**src/rtl/sys_cmd_ctrl_pkg.sv**
```systemverilog
// Shared command codes, fixed operand addresses and the controller state encoding
// for the SYS_TOP command controller.
package sys_ctrl_pkg;

  localparam logic [7:0] CMD_RF_WR   = 8'hAA;
  localparam logic [7:0] CMD_RF_RD   = 8'hBB;
  localparam logic [7:0] CMD_ALU_OP  = 8'hCC;
  localparam logic [7:0] CMD_ALU_NOP = 8'hDD;

  localparam int OPA_ADDR = 0;
  localparam int OPB_ADDR = 1;

  typedef enum logic [3:0] {
    ST_IDLE,
    ST_WR_ADDR,
    ST_WR_DATA,
    ST_RD_ADDR,
    ST_RD_WAIT,
    ST_OPA,
    ST_OPB,
    ST_FUN,
    ST_ALU_START,
    ST_ALU_WAIT,
    ST_SEND_HI,
    ST_SEND_LO
  } ctrl_state_e;

  // States that wait on the UART and are therefore covered by the frame watchdog.
  function automatic logic is_timed_state(input ctrl_state_e s);
    return s inside {ST_WR_ADDR, ST_WR_DATA, ST_RD_ADDR, ST_OPA, ST_OPB, ST_FUN};
  endfunction

endpackage

```
**src/rtl/sys_cmd_ctrl_if.sv**
```systemverilog
// Bundle of the controller's RX, register-file, ALU and TX FIFO signals.
// master = controller side, slave = surrounding system side.
interface sys_cmd_ctrl_if #(
  parameter int DATA_WIDTH = 8,
  parameter int ADDR_WIDTH = 4,
  parameter int FUN_WIDTH  = 4
);
  logic [DATA_WIDTH-1:0]   RX_P_DATA;
  logic                    RX_D_VLD;
  logic                    WrEn;
  logic                    RdEn;
  logic [ADDR_WIDTH-1:0]   Address;
  logic [DATA_WIDTH-1:0]   WrData;
  logic [DATA_WIDTH-1:0]   RdData;
  logic                    RdData_Valid;
  logic                    ALU_EN;
  logic [FUN_WIDTH-1:0]    ALU_FUN;
  logic                    CLK_EN;
  logic [2*DATA_WIDTH-1:0] ALU_OUT;
  logic                    OUT_Valid;
  logic [DATA_WIDTH-1:0]   TX_P_DATA;
  logic                    TX_D_VLD;
  logic                    FIFO_FULL;
  logic                    CTRL_BUSY;

  modport master (
    input  RX_P_DATA, RX_D_VLD, RdData, RdData_Valid, ALU_OUT, OUT_Valid, FIFO_FULL,
    output WrEn, RdEn, Address, WrData, ALU_EN, ALU_FUN, CLK_EN, TX_P_DATA, TX_D_VLD,
           CTRL_BUSY
  );

  modport slave (
    output RX_P_DATA, RX_D_VLD, RdData, RdData_Valid, ALU_OUT, OUT_Valid, FIFO_FULL,
    input  WrEn, RdEn, Address, WrData, ALU_EN, ALU_FUN, CLK_EN, TX_P_DATA, TX_D_VLD,
           CTRL_BUSY
  );
endinterface

```
**src/rtl/sys_cmd_ctrl_tx_sender.sv**
```systemverilog
// Response sequencer into the TX FIFO: optional high byte, then low byte, each pushed
// only when FIFO_FULL is low; o_done pulses together with the final byte's strobe.
module ctrl_tx_sender #(
  parameter int DATA_WIDTH = 8
) (
  input  logic                  clk,
  input  logic                  rst_n,
  input  logic                  i_start,
  input  logic                  i_hi_en,
  input  logic [DATA_WIDTH-1:0] i_hi_byte,
  input  logic [DATA_WIDTH-1:0] i_lo_byte,
  input  logic                  i_fifo_full,
  output logic [DATA_WIDTH-1:0] o_tx_data,
  output logic                  o_tx_vld,
  output logic                  o_done
);
  logic                  r_active;
  logic                  r_hi_pend;
  logic                  r_tx_vld;
  logic                  r_done;
  logic [DATA_WIDTH-1:0] r_tx_data;
  logic [DATA_WIDTH-1:0] r_lo_byte;

  // A push is never issued in the cycle right after another one, so FIFO_FULL has
  // had a cycle to reflect the previous write before it is trusted again.
  always_ff @(posedge clk or negedge rst_n) begin
    if (!rst_n) begin
      r_active  <= 1'b0;
      r_hi_pend <= 1'b0;
      r_tx_vld  <= 1'b0;
      r_done    <= 1'b0;
      r_tx_data <= '0;
      r_lo_byte <= '0;
    end else begin
      r_tx_vld <= 1'b0;
      r_done   <= 1'b0;
      if (i_start) begin
        r_active  <= 1'b1;
        r_hi_pend <= i_hi_en;
        r_lo_byte <= i_lo_byte;
        r_tx_data <= i_hi_en ? i_hi_byte : i_lo_byte;
      end else if (r_active && !r_tx_vld && !i_fifo_full) begin
        r_tx_vld <= 1'b1;
        if (r_hi_pend) begin
          r_hi_pend <= 1'b0;
        end else begin
          r_active <= 1'b0;
          r_done   <= 1'b1;
        end
      end else if (r_active && r_tx_vld) begin
        r_tx_data <= r_lo_byte;
      end
    end
  end

  assign o_tx_data = r_tx_data;
  assign o_tx_vld  = r_tx_vld;
  assign o_done    = r_done;
endmodule

```
**src/rtl/sys_cmd_ctrl.sv**
```systemverilog
// Command controller: parses RX byte frames, strobes the RF/ALU and returns responses
// to the TX FIFO. Define CMD_TIMEOUT_EN to compile in the inter-frame watchdog.
module sys_cmd_ctrl
  import sys_ctrl_pkg::*;
#(
  parameter int DATA_WIDTH     = 8,
  parameter int ADDR_WIDTH     = 4,
  parameter int FUN_WIDTH      = 4,
  parameter int TIMEOUT_CYCLES = 16384
) (
  input logic            REF_CLK,
  input logic            RST,
  sys_cmd_ctrl_if.master bus
);
  ctrl_state_e           r_state, w_state_next;
  logic                  r_wr_en, w_wr_en_next;
  logic                  r_rd_en, w_rd_en_next;
  logic                  r_alu_en, w_alu_en_next;
  logic                  r_clk_en, w_clk_en_next;
  logic                  r_busy, w_busy_next;
  logic [ADDR_WIDTH-1:0] r_address, w_address_next;
  logic [DATA_WIDTH-1:0] r_wr_data, w_wr_data_next;
  logic [FUN_WIDTH-1:0]  r_alu_fun, w_alu_fun_next;
  logic                  w_send_start, w_send_hi_en;
  logic [DATA_WIDTH-1:0] w_send_hi, w_send_lo;
  logic [DATA_WIDTH-1:0] w_tx_data;
  logic                  w_tx_vld, w_tx_done;
  logic                  w_timeout;

  assign w_send_hi = bus.ALU_OUT[2*DATA_WIDTH-1:DATA_WIDTH];
  assign w_send_lo = (r_state == ST_RD_WAIT) ? bus.RdData : bus.ALU_OUT[DATA_WIDTH-1:0];

`ifdef CMD_TIMEOUT_EN
  localparam int TO_W = (TIMEOUT_CYCLES > 2) ? $clog2(TIMEOUT_CYCLES) : 1;
  logic [TO_W-1:0] r_to_cnt;

  always_ff @(posedge REF_CLK or negedge RST) begin
    if (!RST)
      r_to_cnt <= '0;
    else if (bus.RX_D_VLD || (w_state_next != r_state))
      r_to_cnt <= '0;
    else if (is_timed_state(r_state))
      r_to_cnt <= r_to_cnt + 1'b1;
  end

  assign w_timeout = is_timed_state(r_state) && !bus.RX_D_VLD &&
                     (r_to_cnt == TO_W'(TIMEOUT_CYCLES - 1));
`else
  assign w_timeout = 1'b0;
`endif

  always_comb begin
    w_state_next   = r_state;
    w_wr_en_next   = 1'b0;
    w_rd_en_next   = 1'b0;
    w_alu_en_next  = 1'b0;
    w_address_next = r_address;
    w_wr_data_next = r_wr_data;
    w_alu_fun_next = r_alu_fun;
    w_send_start   = 1'b0;
    w_send_hi_en   = 1'b0;
    case (r_state)
      ST_IDLE: if (bus.RX_D_VLD) begin
        case (bus.RX_P_DATA)
          CMD_RF_WR:   w_state_next = ST_WR_ADDR;
          CMD_RF_RD:   w_state_next = ST_RD_ADDR;
          CMD_ALU_OP:  w_state_next = ST_OPA;
          CMD_ALU_NOP: w_state_next = ST_FUN;
          default:     w_state_next = ST_IDLE;
        endcase
      end
      ST_WR_ADDR: if (bus.RX_D_VLD) begin
        w_address_next = bus.RX_P_DATA[ADDR_WIDTH-1:0];
        w_state_next   = ST_WR_DATA;
      end
      ST_WR_DATA: if (bus.RX_D_VLD) begin
        w_wr_data_next = bus.RX_P_DATA;
        w_wr_en_next   = 1'b1;
        w_state_next   = ST_IDLE;
      end
      ST_RD_ADDR: if (bus.RX_D_VLD) begin
        w_address_next = bus.RX_P_DATA[ADDR_WIDTH-1:0];
        w_rd_en_next   = 1'b1;
        w_state_next   = ST_RD_WAIT;
      end
      ST_RD_WAIT: if (bus.RdData_Valid) begin
        w_send_start = 1'b1;
        w_state_next = ST_SEND_LO;
      end
      ST_OPA: if (bus.RX_D_VLD) begin
        w_address_next = ADDR_WIDTH'(OPA_ADDR);
        w_wr_data_next = bus.RX_P_DATA;
        w_wr_en_next   = 1'b1;
        w_state_next   = ST_OPB;
      end
      ST_OPB: if (bus.RX_D_VLD) begin
        w_address_next = ADDR_WIDTH'(OPB_ADDR);
        w_wr_data_next = bus.RX_P_DATA;
        w_wr_en_next   = 1'b1;
        w_state_next   = ST_FUN;
      end
      // ALU_EN is registered from this transition so it is high while in ALU_START.
      ST_FUN: if (bus.RX_D_VLD) begin
        w_alu_fun_next = bus.RX_P_DATA[FUN_WIDTH-1:0];
        w_alu_en_next  = 1'b1;
        w_state_next   = ST_ALU_START;
      end
      ST_ALU_START: w_state_next = ST_ALU_WAIT;
      ST_ALU_WAIT: if (bus.OUT_Valid) begin
        w_send_start = 1'b1;
        w_send_hi_en = 1'b1;
        w_state_next = ST_SEND_HI;
      end
      ST_SEND_HI: if (w_tx_vld)  w_state_next = ST_SEND_LO;
      ST_SEND_LO: if (w_tx_done) w_state_next = ST_IDLE;
      default:    w_state_next = ST_IDLE;
    endcase
    if (w_timeout)
      w_state_next = ST_IDLE;
    w_clk_en_next = w_state_next inside {ST_FUN, ST_ALU_START, ST_ALU_WAIT};
    w_busy_next   = (w_state_next != ST_IDLE);
  end

  always_ff @(posedge REF_CLK or negedge RST) begin
    if (!RST) begin
      r_state   <= ST_IDLE;
      r_wr_en   <= 1'b0;
      r_rd_en   <= 1'b0;
      r_alu_en  <= 1'b0;
      r_clk_en  <= 1'b0;
      r_busy    <= 1'b0;
      r_address <= '0;
      r_wr_data <= '0;
      r_alu_fun <= '0;
    end else begin
      r_state   <= w_state_next;
      r_wr_en   <= w_wr_en_next;
      r_rd_en   <= w_rd_en_next;
      r_alu_en  <= w_alu_en_next;
      r_clk_en  <= w_clk_en_next;
      r_busy    <= w_busy_next;
      r_address <= w_address_next;
      r_wr_data <= w_wr_data_next;
      r_alu_fun <= w_alu_fun_next;
    end
  end

  ctrl_tx_sender #(.DATA_WIDTH(DATA_WIDTH)) u_tx_sender (
    .clk         (REF_CLK),
    .rst_n       (RST),
    .i_start     (w_send_start),
    .i_hi_en     (w_send_hi_en),
    .i_hi_byte   (w_send_hi),
    .i_lo_byte   (w_send_lo),
    .i_fifo_full (bus.FIFO_FULL),
    .o_tx_data   (w_tx_data),
    .o_tx_vld    (w_tx_vld),
    .o_done      (w_tx_done)
  );

  assign bus.WrEn      = r_wr_en;
  assign bus.RdEn      = r_rd_en;
  assign bus.Address   = r_address;
  assign bus.WrData    = r_wr_data;
  assign bus.ALU_EN    = r_alu_en;
  assign bus.ALU_FUN   = r_alu_fun;
  assign bus.CLK_EN    = r_clk_en;
  assign bus.CTRL_BUSY = r_busy;
  assign bus.TX_P_DATA = w_tx_data;
  assign bus.TX_D_VLD  = w_tx_vld;
endmodule

```
**src/flat_wrapper.sv**
```systemverilog
// flat-port wrapper written by rule: the top's interface ports become plain ports
module sys_cmd_ctrl_flat import sys_ctrl_pkg::*;
#(
  parameter int DATA_WIDTH     = 8,
  parameter int ADDR_WIDTH     = 4,
  parameter int FUN_WIDTH      = 4,
  parameter int TIMEOUT_CYCLES = 16384
)
  (REF_CLK, RST, bus_RX_P_DATA, bus_RX_D_VLD, bus_RdData, bus_RdData_Valid, bus_ALU_OUT, bus_OUT_Valid, bus_FIFO_FULL, bus_WrEn, bus_RdEn, bus_Address, bus_WrData, bus_ALU_EN, bus_ALU_FUN, bus_CLK_EN, bus_TX_P_DATA, bus_TX_D_VLD, bus_CTRL_BUSY);
  sys_cmd_ctrl_if #(.DATA_WIDTH(DATA_WIDTH), .ADDR_WIDTH(ADDR_WIDTH), .FUN_WIDTH(FUN_WIDTH)) bus_i ();
  input logic REF_CLK;
  input logic RST;
  input wire logic [$bits(bus_i.RX_P_DATA)-1:0] bus_RX_P_DATA;
  input wire logic [$bits(bus_i.RX_D_VLD)-1:0] bus_RX_D_VLD;
  input wire logic [$bits(bus_i.RdData)-1:0] bus_RdData;
  input wire logic [$bits(bus_i.RdData_Valid)-1:0] bus_RdData_Valid;
  input wire logic [$bits(bus_i.ALU_OUT)-1:0] bus_ALU_OUT;
  input wire logic [$bits(bus_i.OUT_Valid)-1:0] bus_OUT_Valid;
  input wire logic [$bits(bus_i.FIFO_FULL)-1:0] bus_FIFO_FULL;
  output wire logic [$bits(bus_i.WrEn)-1:0] bus_WrEn;
  output wire logic [$bits(bus_i.RdEn)-1:0] bus_RdEn;
  output wire logic [$bits(bus_i.Address)-1:0] bus_Address;
  output wire logic [$bits(bus_i.WrData)-1:0] bus_WrData;
  output wire logic [$bits(bus_i.ALU_EN)-1:0] bus_ALU_EN;
  output wire logic [$bits(bus_i.ALU_FUN)-1:0] bus_ALU_FUN;
  output wire logic [$bits(bus_i.CLK_EN)-1:0] bus_CLK_EN;
  output wire logic [$bits(bus_i.TX_P_DATA)-1:0] bus_TX_P_DATA;
  output wire logic [$bits(bus_i.TX_D_VLD)-1:0] bus_TX_D_VLD;
  output wire logic [$bits(bus_i.CTRL_BUSY)-1:0] bus_CTRL_BUSY;
  assign bus_i.RX_P_DATA = bus_RX_P_DATA;
  assign bus_i.RX_D_VLD = bus_RX_D_VLD;
  assign bus_i.RdData = bus_RdData;
  assign bus_i.RdData_Valid = bus_RdData_Valid;
  assign bus_i.ALU_OUT = bus_ALU_OUT;
  assign bus_i.OUT_Valid = bus_OUT_Valid;
  assign bus_i.FIFO_FULL = bus_FIFO_FULL;
  assign bus_WrEn = bus_i.WrEn;
  assign bus_RdEn = bus_i.RdEn;
  assign bus_Address = bus_i.Address;
  assign bus_WrData = bus_i.WrData;
  assign bus_ALU_EN = bus_i.ALU_EN;
  assign bus_ALU_FUN = bus_i.ALU_FUN;
  assign bus_CLK_EN = bus_i.CLK_EN;
  assign bus_TX_P_DATA = bus_i.TX_P_DATA;
  assign bus_TX_D_VLD = bus_i.TX_D_VLD;
  assign bus_CTRL_BUSY = bus_i.CTRL_BUSY;
  sys_cmd_ctrl #(.DATA_WIDTH(DATA_WIDTH), .ADDR_WIDTH(ADDR_WIDTH), .FUN_WIDTH(FUN_WIDTH), .TIMEOUT_CYCLES(TIMEOUT_CYCLES)) u_core (.REF_CLK(REF_CLK), .RST(RST), .bus(bus_i));
endmodule
```
**config.mk**
```make
export PLATFORM = sky130hd
export DESIGN_NAME = sys_cmd_ctrl_flat
export DESIGN_NICKNAME = d
export VERILOG_FILES = /design/src/rtl/sys_cmd_ctrl_pkg.sv /design/src/rtl/sys_cmd_ctrl_if.sv /design/src/rtl/sys_cmd_ctrl_tx_sender.sv /design/src/rtl/sys_cmd_ctrl.sv /design/src/flat_wrapper.sv
export SDC_FILE = /design/constraint.sdc
export NUM_CORES = 1
export LEC_CHECK = 0
export ABC_AREA = 0
export CORE_ASPECT_RATIO = 0.8
export CORE_UTILIZATION = 39
export DETAILED_ROUTE_END_ITERATION = 12
export MAX_ROUTING_LAYER = met4
export PLACE_DENSITY = 0.7
export SLEW_MARGIN = 30
export SYNTH_ARGS = -nofsm -noshare
export SYNTH_HDL_FRONTEND = slang
export SYNTH_SLANG_ARGS = --single-unit
```
**constraint.sdc**
```tcl
create_clock -name REF_CLK -period 2.2 [get_ports REF_CLK]
set_input_delay 0.44 -clock REF_CLK [delete_from_list [all_inputs] [get_ports REF_CLK]]
set_output_delay 0.44 -clock REF_CLK [all_outputs]
set_load 0.05 [all_outputs]
```
; Yosys cells after proc, flatten, opt, wreduce, memory -nomap -nowiden
; Index checks and enable logic that the tools add are counted.
[word_totals]
regBits = 45
input_bits = 38
out_inout_bits = 30
wordCells = 96
[op_classes]
eq_ne = 23
n_mux = 40
reduce_logical = 18
[op_table]
columns = op, n
row1 = 2-to-1 mux 4 bit, 14
row2 = one-hot mux 4 bit (12 select lines), 1
row3 = 2-to-1 mux 8 bit, 5
row4 = "== test 8 bit, second input constant", 4
row5 = "== test 4 bit, second input constant", 6
row6 = "== test 4 x 3 -> 1 bit, second input constant", 5
row7 = 2-to-1 mux 1 bit, 17
row8 = one-hot mux 3 bit (4 select lines), 1
row9 = one-hot mux 4 bit (3 select lines), 1
row10 = "== test 4 x 2 -> 1 bit, second input constant", 2
row11 = "!= test 2 bit, second input constant", 4
row12 = AND reduction 2 bit, 4
row13 = nonzero test 3 bit, 2
row14 = "== test 4 x 1 -> 1 bit, second input constant", 1
row15 = logical NOT 4 bit, 1
row16 = AND reduction 4 bit, 1
row17 = nonzero test 2 bit, 2
row18 = nonzero test 4 bit, 1
row19 = logical AND 1 bit, 3
row20 = OR reduction 3 bit, 1
row21 = logical NOT 1 bit, 2
row22 = "!= test 2 x 1 -> 1 bit, second input constant", 1
row23 = one-hot mux 1 bit (2 select lines), 1
row24 = OR reduction 2 bit, 1

; Depth between registers and ports, before layout
; Gate-level depths: netlist (run 1).
[logic_depth]
ltp_word = 6
mapped_depth = 7
mapped_depth_nobuf = 5

; Hierarchy
; A second synthesis (run 1) with hierarchy kept.
[unflattened]
hier_cells = 193
hier_area_um2 = 2257.2
[by_module_without_submodules]
columns = mod, n_inst, cells_each, area_per_inst_um2, seq_area_each_um2
row1 = sys_cmd_ctrl, 1, 119, 1357.6, 625.6
row2 = ctrl_tx_sender, 1, 74, 899.6, 500.5

; Least setup slack after synthesis (run 1)
; OpenSTA, ideal clock, no wires.
[synth_path]
kind = flip-flop to flip-flop
start = register u_core.u_tx_sender.r_tx_vld, in the netlist u_core.u_tx_sender.o_tx_vld
end = register u_core.r_clk_en, in the netlist u_core.bus.CLK_EN
setup_time_ps = 125
arrival_ps = 1556
required_ps = 2075
slack_ps = 519
stages_incl_launch_ff = 6
period_less_slack_ps = 1681
path_cell_list = dfrtp_1 -> nand2b_1 -> a2bb2oi_1 -> o22ai_1 -> o31a_2 -> mux2_4
[synth_via]
elab_chain_cells = 4
elab_cells_between_ends = 6
cone_classes = eq/ne (3) / mux (2) / reduce/logical (1)
[synth_lines]
columns = item, line
row1 = "start, declared", sys_cmd_ctrl_tx_sender.sv:19  ; logic r_tx_vld;
row2 = "start signal, assigned", sys_cmd_ctrl_tx_sender.sv:30  ; r_tx_vld <= 1'b0;
row3 = "start signal, assigned", sys_cmd_ctrl_tx_sender.sv:35  ; r_tx_vld <= 1'b0;
row4 = "start signal, assigned", sys_cmd_ctrl_tx_sender.sv:43  ; r_tx_vld <= 1'b1;
row5 = 2-to-1 mux 4 bit *, sys_cmd_ctrl.sv:114  ; ST_SEND_HI: if (w_tx_vld) w_state_next = ST_SEND_LO;
row6 = one-hot mux 4 bit (12 select lines) *, sys_cmd_ctrl.sv:62  ; case (r_state)
row7 = == test 4 x 3 -> 1 bit / == test 4 bit (equally long branches), sys_cmd_ctrl.sv:120  ; w_clk_en_next = w_state_next inside {ST_FUN, ST_ALU_START, ST_ALU_WAIT};
row8 = nonzero test 3 bit *, sys_cmd_ctrl.sv:120
row9 = via u_core.w_clk_en_next, sys_cmd_ctrl.sv:19  ; logic r_clk_en, w_clk_en_next;
row10 = "end signal, assigned", sys_cmd_ctrl.sv:140  ; r_clk_en <= w_clk_en_next;
row11 = "end, declared", sys_cmd_ctrl.sv:19
; The timed path passes the listed nets; every way through them passes the cells marked *.
; A chain may end at the register's enable or synchronous reset.

; Final worst setup path (run 1)
[layout_path]
start = register u_core.u_tx_sender.r_tx_vld, in the netlist u_core.u_tx_sender.o_tx_vld
end = output bus_TX_D_VLD
[layout_lines]
columns = item, line
row1 = "end, declared", flat_wrapper.sv:28  ; output wire logic [$bits(bus_i.TX_D_VLD)-1:0] bus_TX_D_VLD;
; No word-level cell between the ends.

==> flow_summary.yaml, run 1 <==
power_and_ir_drop:
  powerDensity_mw_per_mm2: 1318
  leakage_nw: 1.347
  pwr-share-clk_pct: 12.9
  p_seq_share_pct: 33.7
  max-vdd-ir-drop_v: 0.0006057
  p_sw_share_pct: 45.58
  totalPowerFinal_mw: 4.174
  p_int_mw: 2.271
  combPwrFrac_pct: 53.4
  power.switching_mw: 1.902
floorplan:
  core_area_sq_mm: 0.005495
  die_w_um: 86.99
  initial_core_util_pct: 41.01
  die_area_sq_mm: 0.006088
  rows: 24
  num_io_pins: 68
  die_h_um: 69.99
routing:
  via_per_inst: 5.041
  via_count: 1835
  dr.pass1.iters: 4
  drt_iter0_markers: 105
  detail_route.wl_per_cell_um: 14.90
  wl_um: 5422
  drtAntennaViolNets: 0
  drc: 0
clocking:
  cts_root_buffer: "clkbuf_8"
  ctsHoldBuffers: 0
  cts_tree: "built"
  post_cts_buffers: 0
  cts_resized: 0
  clock_path_buffers: 2
  clock_sinks: 45
  htree_levels: 2
  path_clk_slew_ns: 0.08
  cts_buffers: 5
  clk_latency_ns: 0.30
global_routing:
  grt.busiest_layer: "met2"
  track_usage_pct: 20.43
  use_met1_pct: 28.68
  grt_use_met2_pct: 29.48
  grt_overflow: 0
  antenna_found_initial: 0
  use_met3_pct: 3.428
  grt_max_degree: 46
  grt_pass1_vias: 1898
  grt_pass1_wl_um: 9280
synth:
  yosys.cell_count.top_type: "dfrtp_1"
  syn-mean-instance-area_sq_um: 11.10
  synth_edf_count: 0
  ys_seq_elements: 45
  synth_warnings: 0
  synth_top_area_share_pct: 49.97
  yosys.area.top_type: "dfrtp_1"
  syn_nets: 241
  synth.distinct_cells: 50
  syn_area_sq_mm: 0.002253
  synthFlopType: "dfrtp_1"
  synth_area_leaders: "dfrtp_1, mux2i_1, mux2_1"
  synthArstFlopShare_pct: 100.0
  postSynthCellCount: 203
  ys_top_cells_by_count: "dfrtp_1, nand2_1, nor2_1"
  ys_seq_area_share_pct: 49.97
finish:
  drive_gt1_share_pct: 15.38
  nets: 323
  stdcell_area_sq_mm: 0.003167
  area_delta_synth_final_pct: 40.53
  diodes: 0
timing:
  fmax_mhz: 499.0
  maxSlewHeadroom_pct: 62.24
  finalMaxSlewViolations: 0
  skew_ns: 0.005451
  hold_viol: 0
  worst_pin_slew_ns: 0.5665
  setup_viol: 0
  min_period_ns: 2.004
  setup_slack_ns: 0.1959
  rsz0062_at_grt: "false"
  timing.final.crit_share_pct: 91.09
worst_setup_path:
  crit_required_ns: 1.76
  crit_path_cell_trace: "clkdlybuf4s50_1"
  crit_slowest_cell: "clkdlybuf4s50_1"
  cp.buffers_inverters: 1
  path_max_fanout: 5
  critPathTopFamily: "buffers and inverters"
  slowest_delay_ns: 0.84
  arrival_ns: 1.56
  path_class: "reg -> out"
  worstSetupStartpointType: "flip-flop"
  setup.worst_path.end_class: "output port"
status:
  status: "completed"
place:
  dpl_cell_area_sq_mm: 0.003070
  gp_congestion: 0.8692
  portBuffers: 67
  hpwl_um: 4118
  post-place-ws_ns: -0.02087
min_path:
  hp-class: "in -> async"
job:
  drv_cap: 0
## per-layer routing
layer | share of wire (%) | vias to the layer above
met1 | 50 | 895
met3 | 2.9 | 8
met4 | 2.1 | 0
met2 | 45 | 34
li1 | - | 898
met5 | 0 | -
## power groups by stage
stage / Combinational [mW] / Clock (mW) / Sequential (mW)
2_1_floorplan: 0.775 / 0 / 2.14
3_3_place_gp: 2.21 / 0 / 1.41
3_5_place_dp: 2.24 / 0 / 1.42
4_1_cts: 2.24 / 0.555 / 1.41
5_1_grt: 2.37 / 0.585 / 1.46
6_report: 2.23 / 0.536 / 1.41
## area by class of cell
class | instances | area (sq um)
Timing Repair Buffer | 83 | 785.8
Sequential cell | 45 | 1126
Multi-Input combinational cell | 146 | 1046
Fill cell | 469 | 2328
Clock inverter | 2 | 13.76
Inverter | 4 | 15.01
Clock buffer | 6 | 82.58
Tap cell | 78 | 97.59
## metrics by stage
stage	util (%)	cells	hold slack, ns	setup TNS [ns]
after floorplan	-	203	0.1444	0
after global placement	55.87	356	0.4583	0
after detailed placement	55.87	356	0.4627	-0.02087
after CTS	57.63	364	0.2372	0
after global routing	57.63	364	0.2618	0
final	57.63	364	0.2132	0
## sequential cells by signal, summed over array words and instances (netlist names), 4 cells and up
signal                        cells
u_core.bus.WrData                 8
u_core.u_tx_sender.o_tx_data      8
u_core.u_tx_sender.r_lo_byte      8
u_core.bus.ALU_FUN                4
u_core.bus.Address                4
u_core.r_state                    4
## cells by family after synthesis
kind of cell	share of synthesized area, %
buf+inv	3.609
simple gates	18.05
flops	49.97
mux	11.16
xor+xnor	0.7775
compound gates	16.44
## cells in the final DEF, fill, tap and decap left out, drive strengths merged, types with 2 or more instances in the layout
cell type,count
mux2,14
nor4b,2
buf,17
nand2b,8
a2bb2oi,2
a21o,3
a22oi,8
dfrtp,45
clkbuf,6
nor4bb,2
a21oi,12
xnor2,2
nand3,5
clkdlybuf4s50,66
clkinv,2
inv,4
o21ai,21
mux2i,9
nand2,20
nor3,5
nor2,14
## worst paths after layout
path	startpoint	endpoint	slack [ns]	cells past startpoint
setup reg to reg	u_core.r_state[2]	u_core.bus.CLK_EN	0.26	4
hold reg to reg	u_core.bus.Address[0]	u_core.bus.Address[0]	0.48	1
setup / recovery	u_core.u_tx_sender.o_tx_vld	bus_TX_D_VLD	0.20	1
hold / removal	RST	u_core.bus.WrData[3]	0.21	2
min in group REF_CLK	u_core.bus.Address[0]	u_core.bus.Address[0]	0.48	1
max in group asynchronous	RST	u_core.u_tx_sender.o_tx_data[3]	1.60	2
Note: power is estimated with default switching activity, not from simulation.
==> run 2: changes to the inputs <==
--- a/config.mk
+++ b/config.mk
@@ -11,6 +11,7 @@
 export DETAILED_ROUTE_END_ITERATION = 12
 export MAX_ROUTING_LAYER = met4
 export PLACE_DENSITY = 0.7
+export RECOVER_POWER = 25
 export SLEW_MARGIN = 30
 export SYNTH_ARGS = -nofsm -noshare
 export SYNTH_HDL_FRONTEND = slang
==> run 2 against run 1 <==
Routed wire length is the same. Register-to-register slack is essentially flat. Clock skew is the same. Sequential cell count is the same. Fmax is the same. Core utilization is essentially flat. Clock power is essentially flat. Die area is the same. Global-route usage is the same. Via count is the same. Sequential power is essentially flat. Critical path type unchanged. Critical endpoint unchanged.
==> flow_summary.yaml, run 2 (synthesis gave the netlist of run 1 again) <==
timing:
  finalMaxSlewViolations: 0
  hold_ws_ns: 0.4208
  hold_viol: 0
  worst_pin_slew_ns: 1.099
  setup_viol: 0
  maxSlewHeadroom_pct: 26.71
  min_period_ns: 2.004
  fmax_mhz: 499.0
  timing.final.crit_share_pct: 91.09
  setup_slack_ns: 0.1959
  rsz0062_at_grt: "false"
  skew_ns: 0.005451
  fin_setup_tns_ns: 0
clocking:
  cts_buffers: 5
  post_cts_buffers: 0
  clock_path_buffers: 2
  cts_tree: "built"
  cts_root_buffer: "clkbuf_8"
  htree_levels: 2
  path_clk_slew_ns: 0.08
  clk_latency_ns: 0.30
  cts_resized: 0
  ctsHoldBuffers: 0
  clock_sinks: 45
routing:
  wl_um: 5422
  drtAntennaViolNets: 0
  drt_iter0_markers: 105
  via_count: 1835
  drc: 0
  via_per_inst: 5.041
  dr.pass1.iters: 4
  detail_route.wl_per_cell_um: 14.90
place:
  gp_congestion: 0.8692
  hpwl_um: 4118
  dpl_cell_area_sq_mm: 0.003070
  dpl.cell_count: 356
  post-place-ws_ns: -0.02087
  portBuffers: 67
finish:
  finalNonFillerCells: 364
  nets: 323
  stdcell_area_sq_mm: 0.003164
  diodes: 0
  fill_cells: 470
  layout_commonest_cell: "clkdlybuf4s50_1"
  drive_gt1_share_pct: 15.38
  area_delta_synth_final_pct: 40.42
  final_cell_mix: "clkdlybuf4s50_1, dfrtp_1, nand2_1"
worst_setup_path:
  path_max_fanout: 5
  crit_slowest_cell: "clkdlybuf4s50_1"
  path_depth: 1
  rr_endpoint: "u_core.bus.CLK_EN"
  crit_required_ns: 1.76
  r2r_start: "u_core.r_state[2]"
  setup.worst_path.end_class: "output port"
  cp.buffers_inverters: 1
  r2r_cells: 4
  slowest_delay_ns: 0.84
  path_class: "reg -> out"
  reg2reg_slack_ns: 0.26
  critPathTopFamily: "buffers and inverters"
  arrival_ns: 1.56
  worstSetupStartpointType: "flip-flop"
  crit_path_cell_trace: "clkdlybuf4s50_1"
min_path:
  hp-class: "in -> async"
global_routing:
  track_usage_pct: 20.43
  grt_pass1_wl_um: 9280
  grt_max_degree: 46
  grt_pass1_vias: 1898
  grt_overflow: 0
  antenna_found_initial: 0
power_and_ir_drop:
  max-vdd-ir-drop_v: 0.0006057
  powerDensity_mw_per_mm2: 1319
  leakage_nw: 1.346
floorplan:
  die_h_um: 69.99
  die_area_sq_mm: 0.006088
  initial_core_util_pct: 41.01
  core_area_sq_mm: 0.005495
  die_w_um: 86.99
  rows: 24
  num_io_pins: 68
status:
  status: "completed"
job:
  drv_cap: 0
[run 2: changes by cell type in the layout (fill, tap and decap cells not counted)]
| cell | change |
|---|---|
| buf_4 | -1 |
| clkbuf_2 | +1 |
[run 2: worst max path at each step]
stage                                startpoint           endpoint  slack, ns
floorplan           u_core.u_tx_sender.o_tx_vld  u_core.bus.CLK_EN       0.52
global placement               bus_RX_P_DATA[6]  u_core.bus.CLK_EN       0.03
detailed placement                 bus_RX_D_VLD  u_core.bus.CLK_EN      -0.02
CTS                 u_core.u_tx_sender.o_tx_vld       bus_TX_D_VLD       0.19
global route        u_core.u_tx_sender.o_tx_vld       bus_TX_D_VLD       0.15
finish              u_core.u_tx_sender.o_tx_vld       bus_TX_D_VLD       0.20
[run 2: area by class of cell]
cell class | count | area (sq um) | area share (%)
tap | 78 | 97.59 | 3.084
clock inverter | 2 | 13.76 | 0.4350
inverter | 4 | 15.01 | 0.4745
timing repair buffer | 83 | 783.3 | 24.75
multi-input combinational | 146 | 1046 | 33.06
sequential | 45 | 1126 | 35.59
clock buffer | 6 | 82.58 | 2.610
[run 2: stage by stage]
step	util (%)	total power, mW
3_5_place_dp	55.87	3.659
6_report	57.58	4.173
5_1_grt	57.58	4.415
2_1_floorplan	-	2.913
3_3_place_gp	55.87	3.620
4_1_cts	57.63	4.208
[run 2: power by group]
part / leakage (nW) / total [mW] / internal (mW) / switching [mW]
Clock: 0.0512 / 0.536 / 0.255 / 0.282
Combinational: 0.725 / 2.23 / 0.851 / 1.38
Sequential: 0.569 / 1.41 / 1.17 / 0.242
[run 2: worst register-to-register path, delay by kind of cell (launching register included)]
family             cells  cell delay, ns
AOI/OAI and AO/OA      2            0.58
DFF                    1            0.64
muxes                  1            0.34
and+or+nand+nor        1            0.28
[run 2: metal layers]
metal | up-vias | global-route usage, % | part of all wire [%]
li1 | 898 | - | -
met1 | 895 | 28.68 | 50
met2 | 34 | 29.48 | 45
met3 | 8 | 3.428 | 2.9
met4 | 0 | 7.963 | 2.1
met5 | - | - | 0
==> run 3: changes to the inputs <==
--- a/config.mk
+++ b/config.mk
@@ -12,6 +12,7 @@
 export MAX_ROUTING_LAYER = met4
 export PLACE_DENSITY = 0.7
 export RECOVER_POWER = 25
+export SETUP_SLACK_MARGIN = 0.1
 export SLEW_MARGIN = 30
 export SYNTH_ARGS = -nofsm -noshare
 export SYNTH_HDL_FRONTEND = slang
==> results of run 3 <==
Final layout, timing and power as in run 2 (identical DEF).
==> patch (settings of run 2) <==
The option `CMD_TIMEOUT_EN` is turned on by a define.
--- a/src/rtl/sys_cmd_ctrl.sv
+++ b/src/rtl/sys_cmd_ctrl.sv
@@ -1,4 +1,6 @@
 // Command controller: parses RX byte frames, strobes the RF/ALU and returns responses
 // to the TX FIFO. Define CMD_TIMEOUT_EN to compile in the inter-frame watchdog.
+`define CMD_TIMEOUT_EN
+
 module sys_cmd_ctrl
   import sys_ctrl_pkg::*;
Behaviour: no difference found for any inputs over 4 cycles, from zero or initial values and one cycle with RST low; that may be too few to reach the edited logic, so the function may still have changed.
==> patch against run 2 <==
First-iteration DRC count is 4.8% higher; area after synthesis up 32%; die area grew 31%; cell count is 36% higher; setup slack worse by 140 ps; sequential cell count rose by 14; routed wire length increased by 35%; highest routed layer unchanged; worst hold slack worse by 72 ps; design area rose by 38%; power grew 20%.
==> patch: results (changes against run 2) <==
Status
  • Outcome: complete, no violations (unchanged)

Pwr
  • Net load switching power: 0.00199 W (was 0.00190 W)
  • Peak supply drop: 0.000499 V (was 0.000606 V)

Layout
  • Clock buffer cells: 10 (was 6)
  • Number of multi-input logic gates: 206 (was 146)
  • Number of inverters outside the clock class in the layout: 5 (was 4)
  • Fraction of layout cells with a size suffix above 1: 24.4% (was 15.4%)
  • Seq area share: 33.9% (was 35.6%)

Critical path
  • Critical path arrival: 2390 ps (was 1560 ps)
  • Internal reg-to-reg setup slack: 60 ps (was 260 ps)
  • Crit Reg-Reg Endpoint: u_core.r_to_cnt[1] (was u_core.bus.CLK_EN)
  • Worst reg2reg path depth: 7 (was 4)
  • Critical path's top delay family: simple AND/OR/NAND/NOR gates (was buffers and inverters)
  • Critical path fanouts, max: 7 (was 5)
  • Worst path max stage delay: 450 ps (was 840 ps)
  • Worst reg2reg path startpoint: u_core.r_state[3] (was u_core.r_state[2])

Place
  • Worst Setup Slack post-DPL: -396 ps (was -20.9 ps)
  • Count of placed standard cells including taps: 477 (was 356)
  • GPL Wtd Cong: 0.905 (was 0.869)
  • Total cell area at the placement stage: 4010 sq um (was 3070 sq um)

Clock network
  • Clock slew seen by the registers of the worst setup and hold paths: 60 ps (was 80 ps)
  • CTS HTree Levels: 3 (was 2)

Synthesis
  • Post-synthesis net count: 323 (was 241)
  • Synth Area in XOR/XNOR: 4.70% (was 0.777%)
  • Top cells by instance count after synthesis: dfrtp_1 (59), nand2_1 (31), nor2_1 (22) (was dfrtp_1 (45), nand2_1 (20), nor2_1 (13))
  • Post-synthesis cell count: 284 (was 203)
  • Share of cell area taken by muxes after synthesis: 7.55% (was 11.2%)
  • Complex-gate fraction of the synthesized area: 14.4% (was 16.4%)
  • Post-synthesis adder-cell area fraction: 0.420% (was 0%)

Detailed routing
  • Detailed Route Iter0 Violations: 110 (was 105)
  • Via count normalized by instance count: 5.08 (was 5.04)

STA
  • Final worst clock skew: 6.02 ps (was 5.45 ps)

Global route
  • Number of global-route vias before repair: 2,472 (was 1,898)
  • Met2 demand-to-capacity share in global routing: 30.6% (was 29.5%)

Floorplanning
  • Core ar.: 7390 sq um (was 5500 sq um)
## patch: changes by cell type in the layout (fill, tap and decap cells not counted), moves of 8 or more
cell     before  now
mux2_1        8    0
o21ai_1       9    0
nand2_1      20   31
nor3_2        0   14
buf_4        15   35
dfrtp_1      45   58
nor2_1       13   22
## patch: logic make-up (layout without fill, tap and decap cells)
kind of cell,Yosys count,in the layout
XOR/XNOR,16,16
multiplexers,21,21
adder cells (fa/ha/maj),1,1
flip-flops,59,59
AND/OR/NAND/NOR,109,109
buffers and inverters,19,124
AO/OA/AOI/OAI,59,59
## patch: what timing repair did
item / 4_1_cts / 5_1_grt
gates resized for setup: 1 / 18
pin swaps: 0 / 3
buffers inserted: 0 / 3
cloned: 0 / 1
setup endpoints to repair: 1 / 13
## patch: power by group through the flow
stage / combinational (W) / clock [W] / sequential, W
6_report: 0.00241 / 0.00104 / 0.00154
5_1_grt: 0.00257 / 0.00112 / 0.00158
4_1_cts: 0.00221 / 0.00107 / 0.00155
3_5_place_dp: 0.00220 / 0 / 0.00156
3_3_place_gp: 0.00216 / 0 / 0.00156
2_1_floorplan: 0.000810 / 0 / 0.00213
## patch: worst max path at each step
stage / cells after the start / startpoint / end / slack [ps]
final: 7 / u_core.r_state[3] / u_core.r_to_cnt[1] / 60
after detailed placement: 8 / bus_RX_D_VLD / u_core.r_to_cnt[1] / -400
after CTS: 8 / bus_RX_D_VLD / u_core.r_to_cnt[0] / 20
after floorplan: 8 / bus_RX_D_VLD / u_core.r_to_cnt[10] / 150
after global placement: 8 / bus_RX_D_VLD / u_core.r_to_cnt[13] / -280
after global routing: 7 / u_core.r_state[3] / u_core.r_to_cnt[1] / -40
## patch: per-layer routing
layer  vias to the layer above  wire (um)
met2                        84       3420
li1                       1224          -
met1                      1190       3440
met4                         0        107
met3                        13        357
met5                         -          0
